<file path="src/rtl/bin2bcd_pkg.sv">
// Shared definitions for the streaming binary-to-BCD converter: FSM encoding
// and a constant helper sizing the decimal digit count for a binary width.
package bin2bcd_pkg;

    typedef enum logic [1:0] {
        IDLE = 2'd0,
        CONV = 2'd1,
        DONE = 2'd2
    } state_t;

    // Decimal digits needed to show 2^bin_w - 1; this also covers the signed
    // case, whose largest magnitude is 2^(bin_w-1).
    function automatic int bcd_digits_for(input int bin_w);
        longint unsigned max_val;
        int              n;
        max_val = (64'd1 << bin_w) - 64'd1;
        n       = 1;
        while (max_val >= 64'd10) begin
            max_val = max_val / 64'd10;
            n       = n + 1;
        end
        return n;
    endfunction

endpackage

</file>
<file path="src/rtl/bcd_digit_adj.sv">
// Double-dabble correction for one BCD digit: values of 5 or more get +3 so
// that the following left shift carries correctly into the next digit.
module bcd_digit_adj (
    input  logic [3:0] digit_in,
    output logic [3:0] digit_out
);

    always_comb begin
        digit_out = digit_in;
        if (digit_in >= 4'd5) begin
            digit_out = digit_in + 4'd3;
        end
    end

endmodule

</file>
<file path="src/rtl/bin2bcd_stream.sv">
// Valid/ready streaming binary-to-BCD converter; one double-dabble step per
// cycle, with optional two's-complement input and a sticky overflow flag.
module bin2bcd_stream
    import bin2bcd_pkg::*;
#(
    parameter int BIN_W     = 12,
    parameter int DIGITS    = 4,
    parameter int SIGNED_EN = 0
) (
    input  logic                  clk,
    input  logic                  reset_n,
    input  logic                  in_valid,
    output logic                  in_ready,
    input  logic [BIN_W-1:0]      in_data,
    output logic                  out_valid,
    input  logic                  out_ready,
    output logic [4*DIGITS-1:0]   out_bcd,
    output logic                  out_neg,
    output logic                  out_ovf
);

    localparam int CNT_W = $clog2(BIN_W + 1);
    localparam int BCD_W = 4 * DIGITS;
    // When the digit count can hold every input, overflow is structurally 0.
    localparam bit OVF_POSSIBLE = (DIGITS < bcd_digits_for(BIN_W));
    localparam logic [BIN_W-1:0] ONE_BIN = BIN_W'(1);

    generate
        if ((BIN_W < 4) || (BIN_W > 32)) begin : g_bad_bin_w
            $error("bin2bcd_stream: BIN_W=%0d outside 4..32", BIN_W);
        end
        if ((DIGITS < 1) || (DIGITS > 10)) begin : g_bad_digits
            $error("bin2bcd_stream: DIGITS=%0d outside 1..10", DIGITS);
        end
        if ((SIGNED_EN < 0) || (SIGNED_EN > 1)) begin : g_bad_signed
            $error("bin2bcd_stream: SIGNED_EN=%0d must be 0 or 1", SIGNED_EN);
        end
    endgenerate

    state_t                 state_reg, state_next;
    logic [BCD_W-1:0]       bcd_reg,   bcd_next;
    logic [BIN_W-1:0]       bin_reg,   bin_next;
    logic [CNT_W-1:0]       cnt_reg,   cnt_next;
    logic                   neg_reg,   neg_next;
    logic                   ovf_reg,   ovf_next;

    logic [BCD_W-1:0]       bcd_adj;
    logic [BCD_W+BIN_W:0]   shifted;
    logic                   accept;
    logic                   in_is_neg;
    logic [BIN_W-1:0]       in_mag;

    generate
        for (genvar gi = 0; gi < DIGITS; gi++) begin : g_digit
            bcd_digit_adj u_adj (
                .digit_in  (bcd_reg[4*gi +: 4]),
                .digit_out (bcd_adj[4*gi +: 4])
            );
        end
    endgenerate

    // Adjusted digits and the binary word form one register shifted as a unit;
    // the top bit is what falls out of the most significant digit.
    assign shifted = {bcd_adj, bin_reg, 1'b0};

    assign in_ready = (state_reg == IDLE) || ((state_reg == DONE) && out_ready);
    assign accept   = in_valid && in_ready;

    // Most negative input negates to itself, which read unsigned is 2^(BIN_W-1).
    assign in_is_neg = (SIGNED_EN != 0) && in_data[BIN_W-1];
    assign in_mag    = in_is_neg ? (~in_data + ONE_BIN) : in_data;

    always_comb begin
        state_next = state_reg;
        bcd_next   = bcd_reg;
        bin_next   = bin_reg;
        cnt_next   = cnt_reg;
        neg_next   = neg_reg;
        ovf_next   = ovf_reg;

        case (state_reg)
            IDLE: begin
                state_next = IDLE;
            end
            CONV: begin
                bcd_next = shifted[BCD_W+BIN_W-1 -: BCD_W];
                bin_next = shifted[BIN_W-1:0];
                ovf_next = ovf_reg | (OVF_POSSIBLE & shifted[BCD_W+BIN_W]);
                cnt_next = cnt_reg - CNT_W'(1);
                if (cnt_reg == CNT_W'(1)) begin
                    state_next = DONE;
                end
            end
            DONE: begin
                if (out_ready) begin
                    state_next = IDLE;
                end
            end
            default: begin
                state_next = IDLE;
            end
        endcase

        // Accept overrides both the IDLE hold and the DONE drain.
        if (accept) begin
            state_next = CONV;
            bcd_next   = '0;
            bin_next   = in_mag;
            cnt_next   = CNT_W'(BIN_W);
            neg_next   = in_is_neg;
            ovf_next   = 1'b0;
        end
    end

    always_ff @(posedge clk) begin
        if (!reset_n) begin
            state_reg <= IDLE;
            bcd_reg   <= '0;
            bin_reg   <= '0;
            cnt_reg   <= '0;
            neg_reg   <= 1'b0;
            ovf_reg   <= 1'b0;
        end else begin
            state_reg <= state_next;
            bcd_reg   <= bcd_next;
            bin_reg   <= bin_next;
            cnt_reg   <= cnt_next;
            neg_reg   <= neg_next;
            ovf_reg   <= ovf_next;
        end
    end

    assign out_valid = (state_reg == DONE);
    assign out_bcd   = bcd_reg;
    assign out_neg   = neg_reg;
    assign out_ovf   = ovf_reg;

endmodule

</file>
<file path="config.mk">
export PLATFORM = sky130hd
export DESIGN_NAME = bin2bcd_stream
export DESIGN_NICKNAME = d
export VERILOG_FILES = /design/src/rtl/bin2bcd_pkg.sv /design/src/rtl/bcd_digit_adj.sv /design/src/rtl/bin2bcd_stream.sv
export SDC_FILE = /design/constraint.sdc
export NUM_CORES = 1
export LEC_CHECK = 0
export CAP_MARGIN = 30
export CORE_UTILIZATION = 45
export CTS_BUF_LIST = sky130_fd_sc_hd__clkbuf_4 sky130_fd_sc_hd__clkbuf_8
export CTS_CLUSTER_SIZE = 20
export DETAILED_ROUTE_END_ITERATION = 16
export GPL_ROUTABILITY_DRIVEN = 1
export PLACE_DENSITY = 0.84
export SYNTH_ARGS = -nofsm -noshare
export SYNTH_HDL_FRONTEND = slang
export SYNTH_SLANG_ARGS = --single-unit
</file>
<file path="constraint.sdc">
create_clock -name clk -period 1.4 [get_ports clk]
set_input_delay 0.14 -clock clk [delete_from_list [all_inputs] [get_ports clk]]
set_output_delay 0.14 -clock clk [all_outputs]
set_load 0.02 [all_outputs]
</file>
* After elaboration in Yosys (flattened, before gate mapping)
Cells that the tools add are included.
** Storage, ports and cells
- Bits in latches :: 0
- Memories :: 0
- RAM bits :: 0
- Bits in read-only memories :: 0
- Output and inout bits :: 20
- Register bits :: 34
- Input port bits :: 16
- Logic and storage cells :: 43
** Operators by class
- Reductions and logical operators :: 8
- Div/mod/pow operators :: 0
- Bitwise logic cells :: 1
- Magnitude comparators :: 4
- Muxes and demuxes :: 12
- Multipliers :: 0
- Add/subtract/negate cells :: 5
- Shift operators :: 0
- Eq/ne operators :: 7
** Operator list (count)
- two-way mux 12 bit :: 2
- two-way mux 4 bit :: 5
- greater-or-equal comparator 4 x 3 -> 1 bit (second input constant) :: 4
- adder 4 x 2 -> 4 bit (second input constant) :: 3
- equality test 4 x 1 -> 1 bit (second input constant) :: 1
- two-way mux 2 bit :: 2
- one-hot mux 2 bit (2 select lines) :: 1
- AND reduction 2 bit :: 2
- subtractor 4 x 1 -> 4 bit (second input constant) :: 1
- adder 3 x 2 -> 3 bit (second input constant) :: 1
- two-way mux 3 bit :: 1
- != test 3 x 1 -> 1 bit (second input constant) :: 1
- != test 3 bit (second input constant) :: 1
- equality test 2 x 1 -> 1 bit (second input constant) :: 1
- equality test 2 bit (second input constant) :: 1
- logical AND 1 bit :: 2
- zero test 2 bit :: 1
- != test 2 x 1 -> 1 bit (second input constant) :: 1
- != test 2 bit (second input constant) :: 1
- nonzero test 2 bit :: 1
- OR reduction 2 bit :: 1
- logical OR 1 bit :: 1
- two-way mux 1 bit :: 1
- inverter 1 bit :: 1

* Logic depth before layout (Yosys ltp)
Gate-level depths: netlist (run 1).
- Depth after elaboration :: 6
- Gate-level depth with buffers :: 6
- Depth with buffers taken out :: 6

* Cells and area by module
A second synthesis (run 1) with hierarchy kept.
** Unflattened totals
- Cells, all modules :: 240
- Area, all modules :: 1873.0 um^2
** By module, submodules not included
- bin2bcd_stream :: seq. area each 680.7 um^2, times used 1, cells an instance 176, area each 1467.7 um^2
- bcd_digit_adj :: seq. area each 0.0 um^2, times used 4, cells an instance 16, area each 101.3 um^2

* Worst setup path after synthesis (run 1)
Ideal clock, no wire load.
- Kind :: reg2reg
- Start point :: reg bcd_reg[1] (netlist: out_bcd[1])
- End point :: reg bcd_reg[2] (netlist: out_bcd[2])
- Data arrival time :: 1.600 ns
- Setup time :: 0.079 ns
- Cell stages (with the launch flop) :: 7
- Data required time :: 1.321 ns
- Buffers on the path :: 0
- Setup slack :: -0.279 ns
- Cell sequence :: dfxtp_1 -> inv_1 -> ha_1 -> nand2b_1 -> a21oi_1 -> mux2_2 -> a211oi_2
** Between the ends
- Cells in the longest elaborated chain, start to end :: 2
** Ends and longest elaborated chain
- start: declaration :: RTL line bin2bcd_stream.sv:41 : logic [BCD_W-1:0] bcd_reg, bcd_next;
- start signal: assignment :: RTL line bin2bcd_stream.sv:125 : bcd_reg <= bcd_next;
- adder 4 x 2 -> 4 bit / greater-or-equal comparator 4 x 3 -> 1 bit (equally long branches) :: RTL line bcd_digit_adj.sv:11, bcd_digit_adj.sv:10
- two-way mux 4 bit * :: RTL line bcd_digit_adj.sv:10 : if (digit_in >= 4'd5) begin
Mark *: on every way between the ends. The rest lies on a longest branch, timed or not.
A chain may end at the register's enable or synchronous reset.

* Final worst setup path (run 1)
- Start point :: reg bcd_reg[9] (netlist: out_bcd[9])
- End point :: reg bcd_reg[10] (netlist: out_bcd[10])
Same word-level chain as after synthesis.

==> key figures, run 1 <==
Critical path
  – Buf+Inv Stages, Crit Path: 1
  – Reg2reg path depth: 6
  – Setup CP Type: reg2reg
  – Crit path DAT: 1630 ps
  – Crit-path slowest cell: dfxtp_4
  – Worst EP required: 1620 ps
  – Worst r2r dst: out_bcd[10]
  – Worst Path Max Fanout: 4
  – Reg2reg start: out_bcd[9]
  – Setup crit end kind: register
  – Reg-to-reg slack, setup: -8 ps
  – Max stage delay on crit path: 360 ps
  – CP cell instances: inv_4 > ha_4 > nand2b_4 > a21oi_2 > mux2_4 > a211oi_2
  – Nature of the critical path startpoint: register
  – Crit-path leading delay family: flip-flops

Place
  – DP HPWL: between 2 and 3 mm
  – GPL Wtd Cong: 0.789
  – Dpl cell area: between 2000 and 2500 µm²
  – Post-place setup slack: -241 ps
  – Buffers on Ports: 33

Floorplanning
  – Die W: 66.2 µm
  – Die Span Y: ~66 µm
  – Initial Util: 48.7%
  – Core Rows: 22
  – I/O Pins: 36
  – Die ar.: 4380 µm²
  – CORE AREA: 3800 µm²

Global routing
  – M3 GR Usage: 6.72%
  – Antenna violations before repair: 0
  – Grt total ovfl: 0
  – GRT Overall Usage: between 20% and 30%
  – Global Route met2 Usage: a little over a third
  – First-pass GRT wire length: 6.67 mm
  – Global routing met1 resource utilization: 22.6%
  – Top Usage Layer GRT: met2
  – Pin count of the biggest net entering global routing: 19
  – Vias in the first global route: approximately 1.6k

Clock network
  – CTS Buf Count: 5
  – CTS tree: yes
  – Skew-Pair Late Insertion Delay: 290 ps
  – CTS Buffer Depth: 2
  – Clock transition at the registers of the reported paths: 70 ps
  – Clock sinks: 34
  – Hold_buf cts: 0
  – CTS root buf: clkbuf_8
  – H-tree levels: 2

Detailed routing
  – DR iter-0 viols: just under 90
  – Vias/cell: approximately 5.3
  – Vias: 1684
  – First drt pass iteration count: 4
  – DR WL/cell: 12.6 µm
  – Final antenna-violating net count: 0
  – Post-route DRC: 0
  – Detailed Route WL: between 3 and 4 mm

Synth
  – XOR/XNOR Fraction of Synth Area: 1.42%
  – Post-synthesis simple-gate area fraction: 22.7%
  – Syn Area/Cell: 8.78 µm²
  – Syn Inst Count: 211
  – Seq cells post-synth: 34
  – Synth Area in Compound Gates: 23.2%
  – Post-synthesis adder-cell area fraction: 6.76%
  – Yosys warns: 0
  – Mux cell area share after synthesis: 1.82%
  – Largest family of logic cells by synthesized area: compound AO/OA/AOI/OAI gates
  – Post-synthesis sequential area ratio: 36.8%
  – Cell variety after synth: 41
  – Synth Flop Type: dfxtp_1
  – Synthesized area: about 1900 µm²
  – Post-synth EDFFs: 0
  – Async SR Flop Fraction: 0%

Worst hold path
  – Worst Hold Class: reg2reg
  – Min-delay src: bin_reg[11]
  – Worst Hold Path EP: out_bcd[0]
  – Hold path depth: 2

Run status
  – Failing checks: setup timing
  – Status: finished, violations left

STA
  – F_max: around 0.7 GHz
  – Final WS setup: -7.53 ps
  – Setup violators final: 1
  – Final hold vios: 0
  – Clk_skew: 8.73 ps
  – Max-slew violations: 0
  – Period utilization: 101%
  – Unrepaired setup endpoints after global routing: yes
  – Setup_tns: -7.53 ps
  – Minimum clock period: 1410 ps

Final layout
  – Area Growth Syn to Fin: 42.1%
  – Max reg flops: 16
  – Final core occ: 69.3%
  – Multi-input logic area: 1200 µm²
  – Fillers: 295
  – Fin nets: 292
  – Register Area: roughly 700 µm²
  – # diodes: 0
  – Share of post-route cells with drive strength above 1: 30.3%
  – Finished Cell Area: 2630 µm²

Power and ir drop
  – VDD IR-drop max: 0.727 mV
  – Static Leak: 1.18 nW
  – Overall Power: 2.37 mW
  – Pwr Density: 900 nW/µm²

Run
  – Max cap viols: 0
through the flow:
stage	cells	hold WS, ps
final	315	444
after global routing	315	471
after CTS	314	445
after detailed placement	306	435
after global placement	306	431
after floorplan	212	296
placed cells by master (no fill, tap or decap), drive strengths merged, types with 3 or more instances in the layout:
master	Yosys	layout
a2111oi	3	3
a211oi	10	10
a21boi	3	3
a21oi	11	11
a31oi	3	3
a41oi	3	3
and3	3	3
buf	13	28
clkbuf	1	9
clkdlybuf4s50	0	15
dfxtp	34	34
dlygate4sd2	0	15
ha	10	10
inv	10	10
mux2	3	3
nand2	29	29
nand2b	6	6
nand3	16	16
nor2	14	14
nor3b	3	3
o211a	11	11
o21ai	7	7
worst min-delay path, stage by stage (launching register included):
cell and delay, ps:
dfxtp_1 310, nand2_1 50, a21oi_1 50
per-layer routing:
layer | up-vias | share of wire (%)
met4 | 0 | 0.38
li1 | 854 | -
met2 | 46 | 49
met3 | 2 | 4.4
met1 | 782 | 46
met5 | - | 0
synth_stat cells, types with 2 or more instances:
master | n | area [µm²]
nand2_1 | 28 | 105
buf_6 | 3 | 33.8
nor3b_1 | 3 | 22.5
a211oi_2 | 4 | 50.1
nand2b_1 | 5 | 31.3
nor4_2 | 2 | 25.0
xnor2_1 | 2 | 17.5
a211oi_1 | 6 | 45.0
o211a_1 | 11 | 110
nand3_1 | 16 | 80.1
buf_4 | 3 | 22.5
dfxtp_1 | 34 | 681
buf_2 | 7 | 35.0
a41oi_1 | 3 | 26.3
a21oi_1 | 11 | 55.1
nor2b_1 | 2 | 12.5
and3_1 | 3 | 18.8
a21boi_1 | 2 | 15.0
mux2_2 | 3 | 33.8
nor2_1 | 14 | 52.6
inv_1 | 10 | 37.5
a2111oi_2 | 3 | 45.0
o21ai_1 | 6 | 30.0
ha_1 | 10 | 125
a31oi_1 | 3 | 18.8
nand4_1 | 2 | 12.5
what timing repair did:
item / 4_1_cts / 5_1_grt
buffers inserted: 0 / 1
endpoints found under the setup margin: 18 / 10
hold endpoints to repair: 0 / 0
pin swaps: 1 / 3
resized for setup: 23 / 16
kinds of logic after synthesis:
kind of cell | after synthesis
buffers and inverters | 24
flip-flops | 34
adder cells (fa/ha/maj) | 10
XOR/XNOR | 3
multiplexers | 3
other | 1
AO/OA/AOI/OAI | 54
AND/OR/NAND/NOR | 82
final cells by class:
type | count | share of cell area, %
Sequential cell | 34 | 26.6
Tap cell | 48 | 2.28
Multi-Input combinational cell | 154 | 45.6
Timing Repair Buffer | 61 | 20.3
Inverter | 10 | 1.71
Clock buffer | 8 | 3.47
where the power goes:
| part | internal (mW) | switching, mW |
|---|---|---|
| Sequential | 1.03 | 0.0564 |
| Clock | 0.411 | 0.337 |
| Combinational | 0.264 | 0.274 |
worst max path at each step:
stage	start	end	slack (ps)	cells after the start
2_1_floorplan	out_bcd[1]	out_bcd[2]	0.3	6
3_3_place_gp	out_ready	in_ready	-190	4
3_5_place_dp	out_ready	in_ready	-240	4
4_1_cts	out_bcd[5]	out_bcd[6]	-30	6
5_1_grt	out_bcd[9]	out_bcd[9]	-50	6
6_report	out_bcd[9]	out_bcd[10]	-8	6
No activity file was read; power rests on OpenSTA's default activity.
==> run 2: changes to the inputs <==
==> constraint.sdc (replaced) <==
create_clock -name clk -period 1.4 [get_ports clk]
set_input_delay 0.21 -clock clk [delete_from_list [all_inputs] [get_ports clk]]
set_output_delay 0.21 -clock clk [all_outputs]
set_load 0.02 [all_outputs]
==> run 2 against run 1 <==
  * The flow still finishes with violations (setup timing)
  * Design area fell by 1.1%
  * Routed wire length grew 3.8%
  * Critical path depth stayed put
  * Largest cell class unchanged
  * Largest power group unchanged
==> key figures, run 2 (same netlist as run 1, synthesis figures left out) <==
STA
  – Final WS setup: -71.0 ps (was -7.53 ps)
  – Final hold vios: 0 (unchanged)
  – Period utilization: 105% (was 101%)
  – Unrepaired setup endpoints after global routing: yes (unchanged)
  – Setup violators final: 2 (was 1)
  – Clk_skew: 7.58 ps (was 8.73 ps)
  – Setup_tns: -126 ps (was -7.53 ps)
  – Max-slew violations: 0 (unchanged)
  – F_max: 0.680 GHz (was 0.710 GHz)
  – Minimum clock period: 1470 ps (was 1410 ps)
  – Worst hold margin: 447 ps (was 444 ps)

Final layout
  – Most common cell after layout, fill and taps aside: nand2_1 (unchanged)
  – Area Growth Syn to Fin: 40.5% (was 42.1%)
  – Fin nets: 291 (was 292)
  – Max reg flops: 16 (unchanged)
  – Fillers: 323 (was 295)
  – Finished Cell Area: 2600 µm² (was 2630 µm²)
  – Share of post-route cells with drive strength above 1: 30.1% (was 30.3%)
  – Commonest cells after routing, fill and taps aside: nand2_1, dfxtp_1, buf_4, dlygate4sd2_1, nand3_1 (was nand2_1, buf_4, dfxtp_1, nand3_1)
  – Count of non-filler cells in the finished layout: 314 (was 315)
  – # diodes: 0 (unchanged)

Clock network
  – Skew-Pair Late Insertion Delay: 300 ps (was 290 ps)
  – Clock sinks: 34 (unchanged)
  – CTS tree: yes (unchanged)
  – H-tree levels: 2 (unchanged)
  – CTS root buf: clkbuf_8 (unchanged)
  – Hold_buf cts: 0 (unchanged)
  – CTS Buf Count: 5 (unchanged)
  – CTS Buffer Depth: 2 (unchanged)
  – Clock transition at the registers of the reported paths: 70 ps (about the same)

Place
  – GPL Wtd Cong: 0.815 (was 0.789)
  – DP HPWL: 2.81 mm (was 2.83 mm)
  – Buffers on Ports: 33 (unchanged)
  – Dpl cell area: 2440 µm² (about the same)
  – Post-place setup slack: -354 ps (was -241 ps)
  – Dpl cells: 305 (was 306)

Critical path
  – Crit-path slowest cell: dfxtp_4 (unchanged)
  – CP cell instances: inv_4 > ha_4 > nand2b_4 > a21oi_2 > mux2_4 > a211oi_2 (unchanged)
  – Worst r2r dst: out_bcd[6] (was out_bcd[10])
  – Max stage delay on crit path: 370 ps (was 360 ps)
  – Crit path DAT: 1690 ps (was 1630 ps)
  – Reg2reg start: out_bcd[5] (was out_bcd[9])
  – Worst EP required: 1620 ps (about the same)
  – Setup crit end kind: register (unchanged)
  – Reg2reg path depth: 6 (unchanged)
  – Setup CP Type: reg2reg (unchanged)
  – Reg-to-reg slack, setup: -70 ps (was -8 ps)
  – Worst Path Max Fanout: 4 (unchanged)
  – Nature of the critical path startpoint: register (unchanged)

Global routing
  – Vias in the first global route: 1570 (was 1565)
  – First-pass GRT wire length: 6.60 mm (was 6.67 mm)
  – GRT Overall Usage: 20.0% (about the same)
  – Grt total ovfl: 0 (unchanged)
  – Pin count of the biggest net entering global routing: 30 (was 19)
  – Antenna violations before repair: 0 (unchanged)

Worst hold path
  – Hold path depth: 2 (unchanged)
  – Min-delay src: bin_reg[11] (unchanged)
  – Worst Hold Class: reg2reg (unchanged)
  – Worst Hold Path EP: out_bcd[0] (unchanged)

Floorplanning
  – Die ar.: 4380 µm² (unchanged)
  – CORE AREA: 3800 µm² (unchanged)
  – I/O Pins: 36 (unchanged)
  – Die Span Y: 66.2 µm (unchanged)
  – Die W: 66.2 µm (unchanged)
  – Core Rows: 22 (unchanged)
  – Initial Util: 48.7% (unchanged)

Detailed routing
  – Post-route DRC: 0 (unchanged)
  – Final antenna-violating net count: 0 (unchanged)
  – DR WL/cell: 13.1 µm (was 12.6 µm)
  – Vias/cell: 5.40 (was 5.35)
  – DR iter-0 viols: 106 (was 88)
  – Vias: 1697 (was 1684)
  – Detailed Route WL: 4.11 mm (was 3.96 mm)
  – First drt pass iteration count: 4 (unchanged)

Power and ir drop
  – Clock Power Share: 32.6% (was 31.6%)
  – Seq pwr share: 45.0% (was 45.7%)
  – Combinational power share: 22.4% (was 22.7%)
  – Pwr Density: 920 nW/µm² (was 900 nW/µm²)
  – Switching share of total power: 29.0% (was 28.2%)
  – Net switching power: 0.694 mW (was 0.667 mW)
  – VDD IR-drop max: 0.683 mV (was 0.727 mV)
  – Static Leak: 1.15 nW (was 1.18 nW)
  – Cell-internal power: 1.70 mW (about the same)

Run status
  – Status: finished, violations left (unchanged)
  – Failing checks: setup timing (unchanged)

Run
  – Max cap viols: 0 (unchanged)
[run 2: changes by cell type in the layout (fill, tap and decap cells not counted), sizes merged]
| cell | change |
|---|---|
| clkbuf | -2 |
| clkinv | +1 |
| dlymetal6s2s | -2 |
| dlygate4sd2 | +2 |
[run 2: how the worst max path moves through the flow]
stage / startpoint / end / cells after the start
after floorplan: out_bcd[1] / out_bcd[2] / 6
after global placement: out_ready / in_ready / 4
final: out_bcd[5] / out_bcd[6] / 6
after detailed placement: out_ready / in_ready / 4
after global routing: out_bcd[5] / out_bcd[6] / 6
after CTS: out_bcd[1] / out_bcd[2] / 6
[run 2: cell type report]
cell class                 instances  area, µm²  area share [%]
timing repair buffer              60        532            20.4
clock inverter                     1       5.00           0.192
inverter                          10       42.5            1.64
multi-input combinational        154       1170            45.0
sequential                        34        702            27.0
clock buffer                       7       90.1            3.46
tap                               48       60.1            2.31
[run 2: power by group through the flow]
stage	registers, mW	logic, mW	clock network (mW)
5_1_grt	1.09	0.584	0.841
2_1_floorplan	1.11	0.324	0
6_report	1.08	0.537	0.780
3_3_place_gp	1.09	0.512	0
3_5_place_dp	1.09	0.527	0
4_1_cts	1.07	0.523	0.796
[run 2: stage by stage]
step / util (%) / power (mW)
6_report: 68.5 / 2.39
5_1_grt: 68.5 / 2.51
4_1_cts: 67.3 / 2.39
3_5_place_dp: 64.3 / 1.62
3_3_place_gp: 64.3 / 1.60
2_1_floorplan: - / 1.44
[run 2: worst max-delay path: cells and delay by family, from the launching register on]
family	cells	cell delay [ps]
flip-flops	1	370
AO/OA/AOI/OAI	2	360
multiplexers	1	310
AND/OR/NAND/NOR	1	160
adder cells (fa/ha/maj)	1	150
buffers and inverters	1	50
[run 2: repair_timing]
action / in CTS / in global routing
setup buffers: 1 / 0
hold endpoints to repair: 0 / 0
gates resized for setup: 26 / 10
endpoints found under the setup margin: 22 / 11
pin swaps: 1 / 7
[run 2: per-layer routing]
metal | global-route usage, % | vias up | routed length [µm]
met3 | 5.17 | 9 | 172
li1 | - | 856 | -
met4 | 11.4 | 0 | 87
met1 | 21.1 | 784 | 1780
met2 | 35.7 | 48 | 2070
met5 | 0 | - | 0
